### src/rtl/uart_rx_fifo.sv
// UART receiver: synchronised RX line, mid-bit sampling from a counter bit timer,
// FIFO output buffer with valid/ready. Define UART_RX_PARITY_EN for even parity.
module uart_rx_fifo #(
    parameter int CLK_DIV     = 208,
    parameter int DATA_BITS   = 8,
    parameter int FIFO_DEPTH  = 4,
    parameter int SYNC_STAGES = 2
) (
    input  logic                 clock,
    input  logic                 reset,
    input  logic                 uartRxPin,
    output logic [DATA_BITS-1:0] data,
    output logic                 valid,
    input  logic                 ready,
    output logic                 frameError,
    output logic                 parityError,
    output logic                 overrun
);
    localparam int TW = $clog2(CLK_DIV);
    localparam int BW = $clog2(DATA_BITS + 1);
    localparam int AW = $clog2(FIFO_DEPTH);
    localparam logic [TW-1:0] TMAX  = TW'(CLK_DIV - 1);
    localparam logic [TW-1:0] THALF = TW'(CLK_DIV / 2 - 1);
    localparam logic [BW-1:0] BLAST = BW'(DATA_BITS - 1);

`ifdef UART_RX_PARITY_EN
    typedef enum logic [2:0] {IDLE, START, DATA, PARITY, STOP, BRK} state_t;
`else
    typedef enum logic [2:0] {IDLE, START, DATA, STOP, BRK} state_t;
`endif

    state_t                 state_q, state_d;
    logic [SYNC_STAGES-1:0] sync_q;
    logic                   rxs;
    logic [TW-1:0]          timer_q, timer_d;
    logic [BW-1:0]          bit_q, bit_d;
    logic [DATA_BITS-1:0]   shift_q, shift_d;
    logic                   stop_smp, par_bad, push_req;

    // Preset to idle-high so reset release never looks like a start bit.
    always_ff @(posedge clock or negedge reset) begin
        if (!reset) sync_q <= '1;
        else        sync_q <= {sync_q[SYNC_STAGES-2:0], uartRxPin};
    end
    assign rxs = sync_q[SYNC_STAGES-1];

`ifdef UART_RX_PARITY_EN
    logic par_q, par_d;
    always_ff @(posedge clock or negedge reset) begin
        if (!reset) par_q <= 1'b0;
        else        par_q <= par_d;
    end
    assign par_bad = ^{shift_q, par_q};
`else
    assign par_bad = 1'b0;
`endif

    always_ff @(posedge clock or negedge reset) begin
        if (!reset) begin
            state_q <= IDLE;
            timer_q <= '0;
            bit_q   <= '0;
            shift_q <= '0;
        end else begin
            state_q <= state_d;
            timer_q <= timer_d;
            bit_q   <= bit_d;
            shift_q <= shift_d;
        end
    end

    always_comb begin
        state_d  = state_q;
        timer_d  = (timer_q == TMAX) ? '0 : timer_q + 1'b1;
        bit_d    = bit_q;
        shift_d  = shift_q;
        stop_smp = 1'b0;
`ifdef UART_RX_PARITY_EN
        par_d    = par_q;
`endif
        case (state_q)
            IDLE: if (!rxs) begin
                state_d = START;
                timer_d = '0;
            end
            START: if (timer_q == THALF) begin
                if (rxs) begin
                    state_d = IDLE;
                end else begin
                    state_d = DATA;
                    timer_d = '0;
                    bit_d   = '0;
                end
            end
            DATA: if (timer_q == TMAX) begin
                shift_d = {rxs, shift_q[DATA_BITS-1:1]};
                bit_d   = bit_q + 1'b1;
`ifdef UART_RX_PARITY_EN
                if (bit_q == BLAST) state_d = PARITY;
`else
                if (bit_q == BLAST) state_d = STOP;
`endif
            end
`ifdef UART_RX_PARITY_EN
            PARITY: if (timer_q == TMAX) begin
                par_d   = rxs;
                state_d = STOP;
            end
`endif
            STOP: if (timer_q == TMAX) begin
                stop_smp = 1'b1;
                state_d  = rxs ? IDLE : BRK;
            end
            BRK: if (rxs) state_d = IDLE;
            default: state_d = IDLE;
        endcase
    end

    // Framing error wins over parity; only clean words reach the FIFO.
    assign frameError  = stop_smp && !rxs;
    assign parityError = stop_smp && rxs && par_bad;
    assign push_req    = stop_smp && rxs && !par_bad;

    logic [DATA_BITS-1:0] mem_q [FIFO_DEPTH];
    logic [AW:0]          wptr_q, rptr_q, rptr_d;
    logic [DATA_BITS-1:0] data_q, data_d;
    logic                 full, pop, do_push;

    assign valid   = (wptr_q != rptr_q);
    assign full    = (wptr_q[AW] != rptr_q[AW]) && (wptr_q[AW-1:0] == rptr_q[AW-1:0]);
    assign pop     = valid && ready;
    assign do_push = push_req && (!full || pop);
    assign overrun = push_req && full && !pop;
    assign rptr_d  = rptr_q + {{AW{1'b0}}, pop};

    // Head register tracks the entry that will be at the read pointer next cycle.
    always_comb begin
        data_d = mem_q[rptr_d[AW-1:0]];
        if (do_push && (rptr_d[AW-1:0] == wptr_q[AW-1:0])) data_d = shift_q;
    end

    always_ff @(posedge clock) begin
        if (do_push) mem_q[wptr_q[AW-1:0]] <= shift_q;
    end

    always_ff @(posedge clock or negedge reset) begin
        if (!reset) begin
            wptr_q <= '0;
            rptr_q <= '0;
            data_q <= '0;
        end else begin
            wptr_q <= wptr_q + {{AW{1'b0}}, do_push};
            rptr_q <= rptr_d;
            data_q <= data_d;
        end
    end
    assign data = data_q;

endmodule
### config.mk
export PLATFORM = sky130hd
export DESIGN_NAME = uart_rx_fifo
export DESIGN_NICKNAME = d
export VERILOG_FILES = /design/src/rtl/uart_rx_fifo.sv
export SDC_FILE = /design/constraint.sdc
export NUM_CORES = 1
export LEC_CHECK = 0
export ABC_AREA = 1
export CAP_MARGIN = 20
export CORE_MARGIN = 2
export CORE_UTILIZATION = 35
export CTS_BUF_LIST = sky130_fd_sc_hd__clkbuf_8
export DETAILED_ROUTE_END_ITERATION = 8
export DONT_BUFFER_PORTS = 1
export GPL_TIMING_DRIVEN = 0
export HOLD_SLACK_MARGIN = 0.08
export PLACE_DENSITY = 0.52
export RECOVER_POWER = 100
export SLEW_MARGIN = 25
export SYNTH_ARGS = -nofsm -noshare
export SYNTH_HDL_FRONTEND = slang
export SYNTH_SLANG_ARGS = --single-unit
### constraint.sdc
create_clock -name clock -period 3 [get_ports clock]
set_input_delay 0.45 -clock clock [delete_from_list [all_inputs] [get_ports clock]]
set_output_delay 0.45 -clock clock [all_outputs]
set_load 0.05 [all_outputs]
==> flow_summary.json, run 1 <==
{
  "initial_core_util_pct": 35.6,
  "maxCapViolCount": 1,
  "n_antenna_cell": 0,
  "yosysUniqueCellTypes": 36,
  "power.density_mw_per_mm2": 500,
  "final_cell_mix": "nand2_1, nor2_1, dfrtp_1",
  "critPathRequiredTime_ps": 2960,
  "clk_path_buf_depth": 2,
  "crit_family": "simple AND/OR/NAND/NOR gates",
  "row_count": 35,
  "io-pin-count": 16,
  "power.leakage_nw": 1.72,
  "maxSlewViolCount": 40,
  "synth_top_cells_by_area": "edfxtp_1, dfrtp_1, nand2_1, nor2_1, o21ai_0",
  "cts_buffers": 9,
  "nets": 339,
  "timing.fmax_mhz": 359,
  "num_vias": 2137,
  "cts_tree": "done",
  "gp_congestion": 0.757,
  "setup_tns_ps": 0,
  "cp-end-kind": "register",
  "htree_levels": 3,
  "wl_per_cell_um": 14.3,
  "cp.arrival_ps": 2750,
  "worstPathCellList": "ha_1 -> nand3_1 -> inv_1 -> nand2_1 -> nor3_1 -> nand3_2 -> nor2_1",
  "grt_use_total_pct": 13.8,
  "synth_top_area_share_pct": 29.5,
  "fin_crit_sh_pct": 93.0,
  "synth-edff-count": 32,
  "violations": "capacitance limit, slew limit",
  "hp-class": "input pin to register",
  "crit_path_start_kind": "register",
  "synth-seq-cells": 71,
  "relSlewSlack_pct": -17.8,
  "grt_pass1_wl_um": 10400,
  "synth_nets": 322,
  "die_y_um": 100,
  "grt_max_degree": 40,
  "wl_um": 6370,
  "drc_errors": 0,
  "r2r_cells": 7,
  "grt_antenna_before_repair": 0,
  "path_buf_inv": 1,
  "yosysWarnings": 0,
  "status": "complete, but fails checks",
  "grt_pass1_vias": 2076,
  "seq_area_frac_synth_pct": 59.6,
  "drtPass1Iterations": 4,
  "dpl.hpwl_um": 4150,
  "fp.coreArea_mm2": 0.00915,
  "drtIter0Drc": 60,
  "netlist_instances": 312,
  "clk_pin_slew_ps": 80,
  "worstSetupPathType": "register to register",
  "tightest_slew_ps": 1770,
  "min_period_ps": 2790,
  "cts_root_buf": "clkbuf_8",
  "clkLatencyLatePin_ps": 340,
  "setup_viol": 0,
  "timing.hold.ws_ps": 351,
  "finClkSkew_ps": 14.7,
  "critPathMaxStageDelay_ps": 730,
  "grt_setup_unrepaired": "false",
  "drtAntennaViolNets": 0,
  "grt_overflow_total": 0,
  "ir_worst_vdd_v": 0.000179,
  "vias_per_cell": 4.80,
  "crit_path_max_fanout": 8,
  "port-buffer-count": 0,
  "final_hold_viol_count": 0,
  "clock-sinks": 71,
  "synth_top_area_cell": "edfxtp_1",
  "layout-drive-gt1-share_pct": 16.5,
  "synth_ff_type": "dfrtp_1",
  "synth_area_mm2": 0.00326,
  "die_area_mm2": 0.0101,
  "worst-path-stages": 7,
  "fp.dieW_um": 100,
  "final_util_pct": 39.2,
  "area_delta_synth_final_pct": 10.2,
  "syn_avg_cell_area_um2": 10.4,
  "final_common_cell": "nand2_1",
  "critPathSlowestCell": "nor2_1",
  "async_reset_ff_share_pct": 54.9,
  "p_total_mw": 1.79,
  "hold_depth": 3
}
[logic make-up after synthesis]
logic type               count (synthesis)  synth area share [%]
buffers and inverters                   35                  4.88
flip-flops                              71                  59.6
AO/OA/AOI/OAI                           38                  7.42
XOR/XNOR                                 7                  1.88
adder cells (fa/ha/maj)                  6                  2.31
other                                    1                 0.115
AND/OR/NAND/NOR                        154                  23.8
[worst min-delay path, stage by stage]
cell and delay, ps:
nand2_1 30, inv_1 40, ha_1 130
[worst paths after layout]
path / start / to / slack, ps
hold / removal: ready / rptr_q[0] / 350
hold reg to reg: sync_q[0] / sync_q[1] / 360
max in group asynchronous: reset / shift_q[6] / 730
setup / recovery: timer_q[0] / mem_q[3][5] / 210
setup reg to reg: timer_q[0] / mem_q[3][5] / 210
min in group asynchronous: reset / data[2] / 1250
[cells in the mapped netlist, types with 6 or more instances]
| master | count |
|---|---|
| nand3_1 | 13 |
| inv_2 | 7 |
| dfrtp_1 | 37 |
| ha_1 | 6 |
| nand2_1 | 65 |
| xor2_1 | 7 |
| o21ai_0 | 18 |
| nand4_1 | 8 |
| o22ai_1 | 8 |
| inv_1 | 21 |
| nand2_2 | 6 |
| nor2_1 | 40 |
| edfxtp_1 | 32 |
[flip-flops by register name (all words and copies together), names as in the netlist]
signal and flops:
bit_q 4, wptr_q 3, timer_q 8, mem_q 32, sync_q 2, shift_q 8
data 8, state_q 3, rptr_q 3
[repair_timing]
| action | CTS | global route |
|---|---|---|
| hold buffers | 3 | 0 |
| endpoints found under the hold margin | 40 | 0 |
| setup endpoints to repair | 8 | 8 |
| pin swaps | 0 | 1 |
| resized for setup | 1 | 1 |
| buffers inserted | 0 | 3 |
[metrics by stage]
stage          setup WS, ps  cells  area (um2)
2_1_floorplan           432    312        3260
3_3_place_gp          -87.3    423        3390
3_5_place_dp          -91.5    423        3400
4_1_cts                28.4    442        3640
5_1_grt                24.4    445        3590
6_report                211    445        3590
[power breakdown]
| group | switching [mW] | internal, mW |
|---|---|---|
| Combinational | 0.0171 | 0.00439 |
| Sequential | 0.00106 | 1.01 |
| Clock | 0.374 | 0.385 |
[final cells by class]
type                       instances  area, um2
tap                              111        139
multi-input combinational        206       1120
fill                             903       5560
clock buffer                       9        124
clock inverter                     7       70.1
timing repair buffer               6       52.6
buffer                             7       42.5
sequential                        71       1940
inverter                          28        105
[per-layer routing]
| layer | global-route usage [%] | vias to the layer above | routed length (um) |
|---|---|---|---|
| met2 | 21.8 | 39 | 2990 |
| li1 | - | 1076 | - |
| met4 | 7.06 | 0 | 104 |
| met3 | 3.06 | 9 | 206 |
| met5 | 0 | - | 0 |
| met1 | 17.7 | 1013 | 3070 |
Note: power is estimated with default switching activity, not from simulation.
==> inputs of run 2 (changes only) <==
--- a/config.mk
+++ b/config.mk
@@ -10,11 +10,11 @@
 export CORE_MARGIN = 2
 export CORE_UTILIZATION = 35
 export CTS_BUF_LIST = sky130_fd_sc_hd__clkbuf_8
+export CTS_CLUSTER_SIZE = 10
 export DETAILED_ROUTE_END_ITERATION = 8
-export DONT_BUFFER_PORTS = 1
 export GPL_TIMING_DRIVEN = 0
 export HOLD_SLACK_MARGIN = 0.08
-export PLACE_DENSITY = 0.52
+export PLACE_DENSITY = 0.54
 export RECOVER_POWER = 100
 export SLEW_MARGIN = 25
 export SYNTH_ARGS = -nofsm -noshare
==> flow_summary.json, run 2 (synthesis gave the netlist of run 1 again) <==
{
  "clock-sinks": 71,
  "status": "finished clean",
  "layout-drive-gt1-share_pct": 15.2,
  "ff_latch_area_mm2": 0.00194,
  "r2r-end": "data[5]",
  "setup_tns_ps": 0,
  "critPathMaxStageDelay_ps": 890,
  "drtAntennaViolNets": 0,
  "fp.coreArea_mm2": 0.00915,
  "worstSetupPathType": "register to primary output",
  "grt_setup_unrepaired": "false",
  "power.density_mw_per_mm2": 484,
  "die_y_um": 100,
  "num_vias": 2158,
  "crit_path_max_fanout": 5,
  "comb_power_share_pct": 1.2,
  "min_period_ps": 2820,
  "ir_worst_vdd_v": 0.000228,
  "critPathSlowestCell": "dlygate4sd3_1",
  "met2_usage_pct": 22.1,
  "multi_input_area_mm2": 0.00111,
  "r2r_start": "wptr_q[1]",
  "r2r_cells": 16,
  "clkPwrFrac_pct": 41.5,
  "cp-end-kind": "primary output",
  "dpl.hpwl_um": 4240,
  "grt_pass1_wl_um": 10800,
  "busiest_layer": "met2",
  "fin_crit_sh_pct": 94.0,
  "nFillCells": 920,
  "gp_congestion": 0.759,
  "grt_max_degree": 22,
  "wl_per_cell_um": 14.1,
  "critPathRequiredTime_ps": 2550,
  "vias_per_cell": 4.75,
  "drtIter0Drc": 71,
  "cts_buffers": 9,
  "die_area_mm2": 0.0101,
  "grt_pass1_vias": 2111,
  "drtPass1Iterations": 4,
  "p_int_mw": 1.39,
  "row_count": 35,
  "grt_antenna_before_repair": 0,
  "clk_pin_slew_ps": 80,
  "grt_use_total_pct": 14.2,
  "met3_usage_pct": 3.97,
  "grt_util_met1_pct": 19.0,
  "clkLatencyLatePin_ps": 340,
  "n_antenna_cell": 0,
  "htree_levels": 3,
  "final_hold_viol_count": 0,
  "cts_root_buf": "clkbuf_8",
  "crit_start": "timer_q[0]",
  "io-pin-count": 16,
  "initial_core_util_pct": 35.6,
  "hp-class": "input pin to asynchronous set/reset pin",
  "maxSlewViolCount": 0,
  "port-buffer-count": 14,
  "grt_overflow_total": 0,
  "timing.fmax_mhz": 355,
  "crit_path_start_kind": "register",
  "hold_buffers": 0,
  "area_delta_synth_final_pct": 12.2,
  "ff2ff_setup_slack_ps": 270,
  "p_seq_share_pct": 57.3,
  "largest_register_ffs": 32,
  "cts_tree": "done",
  "final_common_cell": "nand2_1",
  "switchingPower_uw": 372,
  "place_area_mm2": 0.00356,
  "finalInstanceArea_mm2": 0.00365,
  "nets": 348,
  "drc_errors": 0,
  "clk_path_buf_depth": 2,
  "post_cts_buffers": 0,
  "tightest_slew_ps": 1140,
  "cp.arrival_ps": 2370,
  "maxCapViolCount": 0,
  "relSlewSlack_pct": 24.1,
  "power.leakage_nw": 1.76,
  "wl_um": 6390,
  "switching_share_pct": 21.1,
  "finClkSkew_ps": 12.8,
  "final_cell_mix": "nand2_1, nor2_1, dfrtp_1",
  "setup_viol": 0,
  "cp-endpoint": "frameError",
  "worstPathCellList": "ha_1 -> nand3_1 -> inv_2 -> nand2_2 -> nor3_1 -> dlygate4sd3_1",
  "fp.dieW_um": 100
}
==> run 2: area by class of cell <==
class | instances | area share [%]
Tap cell | 111 | 3.80
Inverter | 28 | 2.88
Sequential cell | 71 | 53.1
Multi-Input combinational cell | 206 | 30.3
Timing Repair Buffer | 15 | 3.60
Buffer | 7 | 1.16
Clock buffer | 9 | 3.39
Clock inverter | 7 | 1.75
==> run 2: worst min path at each step <==
stage,start,slack (ps),depth (start not counted),end
after CTS,reset,100,1,data[3]
after floorplan,reset,150,0,bit_q[0]
after global routing,sync_q[0],370,0,sync_q[1]
after detailed placement,sync_q[0],350,0,sync_q[1]
after global placement,sync_q[0],350,0,sync_q[1]
final,reset,310,1,data[3]
==> run 2: power groups by stage <==
stage	combinational (mW)	clock (mW)	sequential, mW
2_1_floorplan	0.00781	0	1.03
3_3_place_gp	0.0237	0	1.03
3_5_place_dp	0.0279	0	1.03
4_1_cts	0.0278	0.762	1.01
5_1_grt	0.0253	0.804	1.01
6_report	0.0214	0.733	1.01
==> run 2: layer usage <==
layer	vias up	wire length [um]
met5	-	0
met4	0	43
met3	2	200
met2	34	3120
met1	1028	3030
li1	1094	-
==> run 2: repair_timing <==
action,4_1_cts,5_1_grt
hold endpoints to repair,0,0
gates resized for setup,0,1
endpoints found under the setup margin,0,1
==> run 2: metrics by stage <==
stage / power, mW / hold WS, ps / utilization, % / instances / worst slack, ps
2_1_floorplan: 1.04 / 154 / - / 312 / 432
3_5_place_dp: 1.06 / 347 / 38.9 / 438 / 235
6_report: 1.77 / 314 / 39.9 / 454 / 180
4_1_cts: 1.80 / 97.4 / 40.9 / 454 / 75.2
3_3_place_gp: 1.06 / 346 / 38.6 / 437 / 247
5_1_grt: 1.84 / 366 / 39.9 / 454 / 41.3
==> run 2: critical path, delay by kind of cell, from the launching register on <==
family / cells / cell delay, ps
buf+inv: 2 / 1030
flops: 1 / 370
fa+ha+maj: 1 / 190
simple gates: 3 / 440
==> inputs of run 3 (changes only) <==
--- a/config.mk
+++ b/config.mk
@@ -5,7 +5,6 @@
 export SDC_FILE = /design/constraint.sdc
 export NUM_CORES = 1
 export LEC_CHECK = 0
-export ABC_AREA = 1
 export CAP_MARGIN = 20
 export CORE_MARGIN = 2
 export CORE_UTILIZATION = 35
==> flow_summary.json, run 3 <==
{
  "status": "finished clean",
  "yosys-top-cells-count": "dfrtp_1, edfxtp_1, mux2_2",
  "pre_cts_ws_ps": -364,
  "timing.fmax_mhz": 349,
  "tightest_slew_ps": 1390,
  "seq_area_frac_synth_pct": 64.2,
  "synth_ff_type": "dfrtp_1",
  "final_cell_mix": "dfrtp_1, edfxtp_1, mux2_2",
  "power.leakage_nw": 1.52,
  "initial_core_util_pct": 36.4,
  "r2r-end": "data[2]",
  "dp_cells": 321,
  "relSlewSlack_pct": 7.47,
  "path_buf_inv": 2,
  "clk_pin_slew_ps": 90,
  "r2r_start": "wptr_q[1]",
  "cts_buffers": 9,
  "worstHoldEndpoint": "sync_q[1]",
  "grt_max_degree": 30,
  "final_hold_viol_count": 0,
  "critPathRequiredTime_ps": 3250,
  "async_reset_ff_share_pct": 54.9,
  "min_period_ps": 2860,
  "grt_pass1_wl_um": 8870,
  "maxSlewViolCount": 0,
  "synth-seq-cells": 71,
  "crit_family": "simple AND/OR/NAND/NOR gates",
  "synth_top_cells_by_area": "edfxtp_1, dfrtp_1, mux2_2, mux4_2, ha_1",
  "cp_common_cell": "ha_1",
  "holdCritStartpoint": "sync_q[0]",
  "final_common_cell": "dfrtp_1",
  "grt_pass1_vias": 1753,
  "dpl.hpwl_um": 3380,
  "row_count": 33,
  "hp-class": "register to register",
  "n_antenna_cell": 0,
  "setup_viol": 0,
  "synth_top_area_cell": "edfxtp_1",
  "synth_nets": 210,
  "timing.hold.ws_ps": 359,
  "power.density_mw_per_mm2": 706,
  "multi_input_area_mm2": 0.00104,
  "layout-drive-gt1-share_pct": 26.0,
  "worstSetupPathType": "register to register",
  "finClkSkew_ps": 13.8,
  "finalInstanceArea_mm2": 0.00353,
  "setup_tns_ps": 0,
  "fin_crit_sh_pct": 95.4,
  "hold_depth": 0,
  "die_area_mm2": 0.00938,
  "wl_um": 5230,
  "grt_use_total_pct": 12.3,
  "fp.coreArea_mm2": 0.00830,
  "nets": 240,
  "synth_xor_area_share_pct": 4.06,
  "ir_worst_vdd_v": 0.000267,
  "r2r_cells": 12,
  "io-pin-count": 16,
  "clock-sinks": 71,
  "nFillCells": 758,
  "worst-path-stages": 12,
  "die_y_um": 96.9,
  "vias_per_cell": 4.94,
  "area_delta_synth_final_pct": 16.9,
  "grt_antenna_before_repair": 0,
  "drtIter0Drc": 71,
  "drtPass1Iterations": 4,
  "yosysWarnings": 0,
  "ff_latch_area_mm2": 0.00194,
  "num_vias": 1680,
  "grt_overflow_total": 0,
  "yosysUniqueCellTypes": 41,
  "cp-end-kind": "register",
  "drtAntennaViolNets": 0,
  "maxCapViolCount": 0,
  "synth_top_family_by_area": "multiplexers",
  "grt_setup_unrepaired": "false",
  "synth_compound_area_share_pct": 5.06,
  "place_area_mm2": 0.00333,
  "cts_root_buf": "clkbuf_8",
  "synth_top_area_share_pct": 31.8,
  "setup_ws_ps": 138,
  "fp.dieW_um": 96.9,
  "yosys.cell_count.top_type": "dfrtp_1",
  "synthMuxAreaShare_pct": 12.3,
  "port-buffer-count": 14,
  "stdcell_count": 340,
  "netlist_instances": 200,
  "crit_path_max_fanout": 9,
  "critPathMaxStageDelay_ps": 470,
  "cts_tree": "done",
  "largest_register_ffs": 32,
  "critPathSlowestCell": "dfrtp_2",
  "worstPathCellList": "xor2_1 -> nor2_1 -> nand2_2 -> and2_1 -> ha_1 -> ha_1 -> clkbuf_4 -> xnor2_1 -> nand2_1 -> nor4_4 -> buf_4 -> mux2_2",
  "synth_fa_ha_area_share_pct": 2.49,
  "drc_errors": 0,
  "cp.arrival_ps": 3110,
  "ff2ff_setup_slack_ps": 140,
  "wl_per_cell_um": 15.4,
  "htree_levels": 3,
  "synth_area_mm2": 0.00302,
  "syn_avg_cell_area_um2": 15.1,
  "synthSimpleGateAreaFrac_pct": 9.86,
  "clkLatencyLatePin_ps": 350,
  "gp_congestion": 0.765,
  "clk_path_buf_depth": 2,
  "crit_path_start_kind": "register",
  "synth-edff-count": 32
}
## run 3: cell count changes in the layout (fill, tap and decap cells not counted), sizes merged, moves of 11 or more
cell,delta
inv,-22
nand2,-64
o21ai,-25
mux2,+17
nand3,-11
nor2,-32
## run 3: how the worst max path moves through the flow
stage,start,end,slack (ps)
2_1_floorplan,wptr_q[1],data[0],20
3_3_place_gp,ready,data[6],-360
3_5_place_dp,ready,data[6],-360
4_1_cts,wptr_q[1],data[3],6
5_1_grt,wptr_q[1],data[1],2
6_report,wptr_q[1],data[2],140
## run 3: report_power, final
group | internal, mW | total [mW] | leakage (nW) | switching, mW
logic | 0.274 | 0.674 | 0.567 | 0.400
registers | 1.08 | 1.11 | 0.860 | 0.0274
clock network | 0.314 | 0.710 | 0.0877 | 0.396
## run 3: metal layers
| layer | global-route usage (%) | wire length [um] | up-vias |
|---|---|---|---|
| met5 | 0 | 0 | - |
| met4 | 4.55 | 64 | 0 |
| met3 | 4.19 | 220 | 4 |
| met2 | 20.7 | 2770 | 32 |
| met1 | 14.5 | 2180 | 830 |
| li1 | - | - | 814 |
## run 3: layout make-up
cell class,instances,area share [%]
Sequential cell,71,55.0
Timing Repair Buffer,19,4.89
Inverter,3,0.319
Clock inverter,7,1.67
Clock buffer,9,3.51
Multi-Input combinational cell,117,29.5
Buffer,9,1.38
Tap cell,105,3.72
## run 3: what timing repair did
action,4_1_cts,5_1_grt
hold endpoints to repair,10,0
hold buffers,1,0
pin swaps,1,0
gates resized for setup,4,5
setup endpoints to repair,10,8
setup buffers,2,0
## run 3: kinds of logic after synthesis
kind of cell             count (synthesis)
flip-flops                              71
AND/OR/NAND/NOR                         53
multiplexers                            25
AO/OA/AOI/OAI                           18
XOR/XNOR                                14
buffers and inverters                   12
adder cells (fa/ha/maj)                  6
other                                    1
## run 3: through the flow
step | total power, mW | util [%]
3_5_place_dp | 1.82 | 40.1
3_3_place_gp | 1.82 | 39.7
4_1_cts | 2.55 | 42.7
2_1_floorplan | 1.64 | -
6_report | 2.49 | 42.5
5_1_grt | 2.62 | 42.5
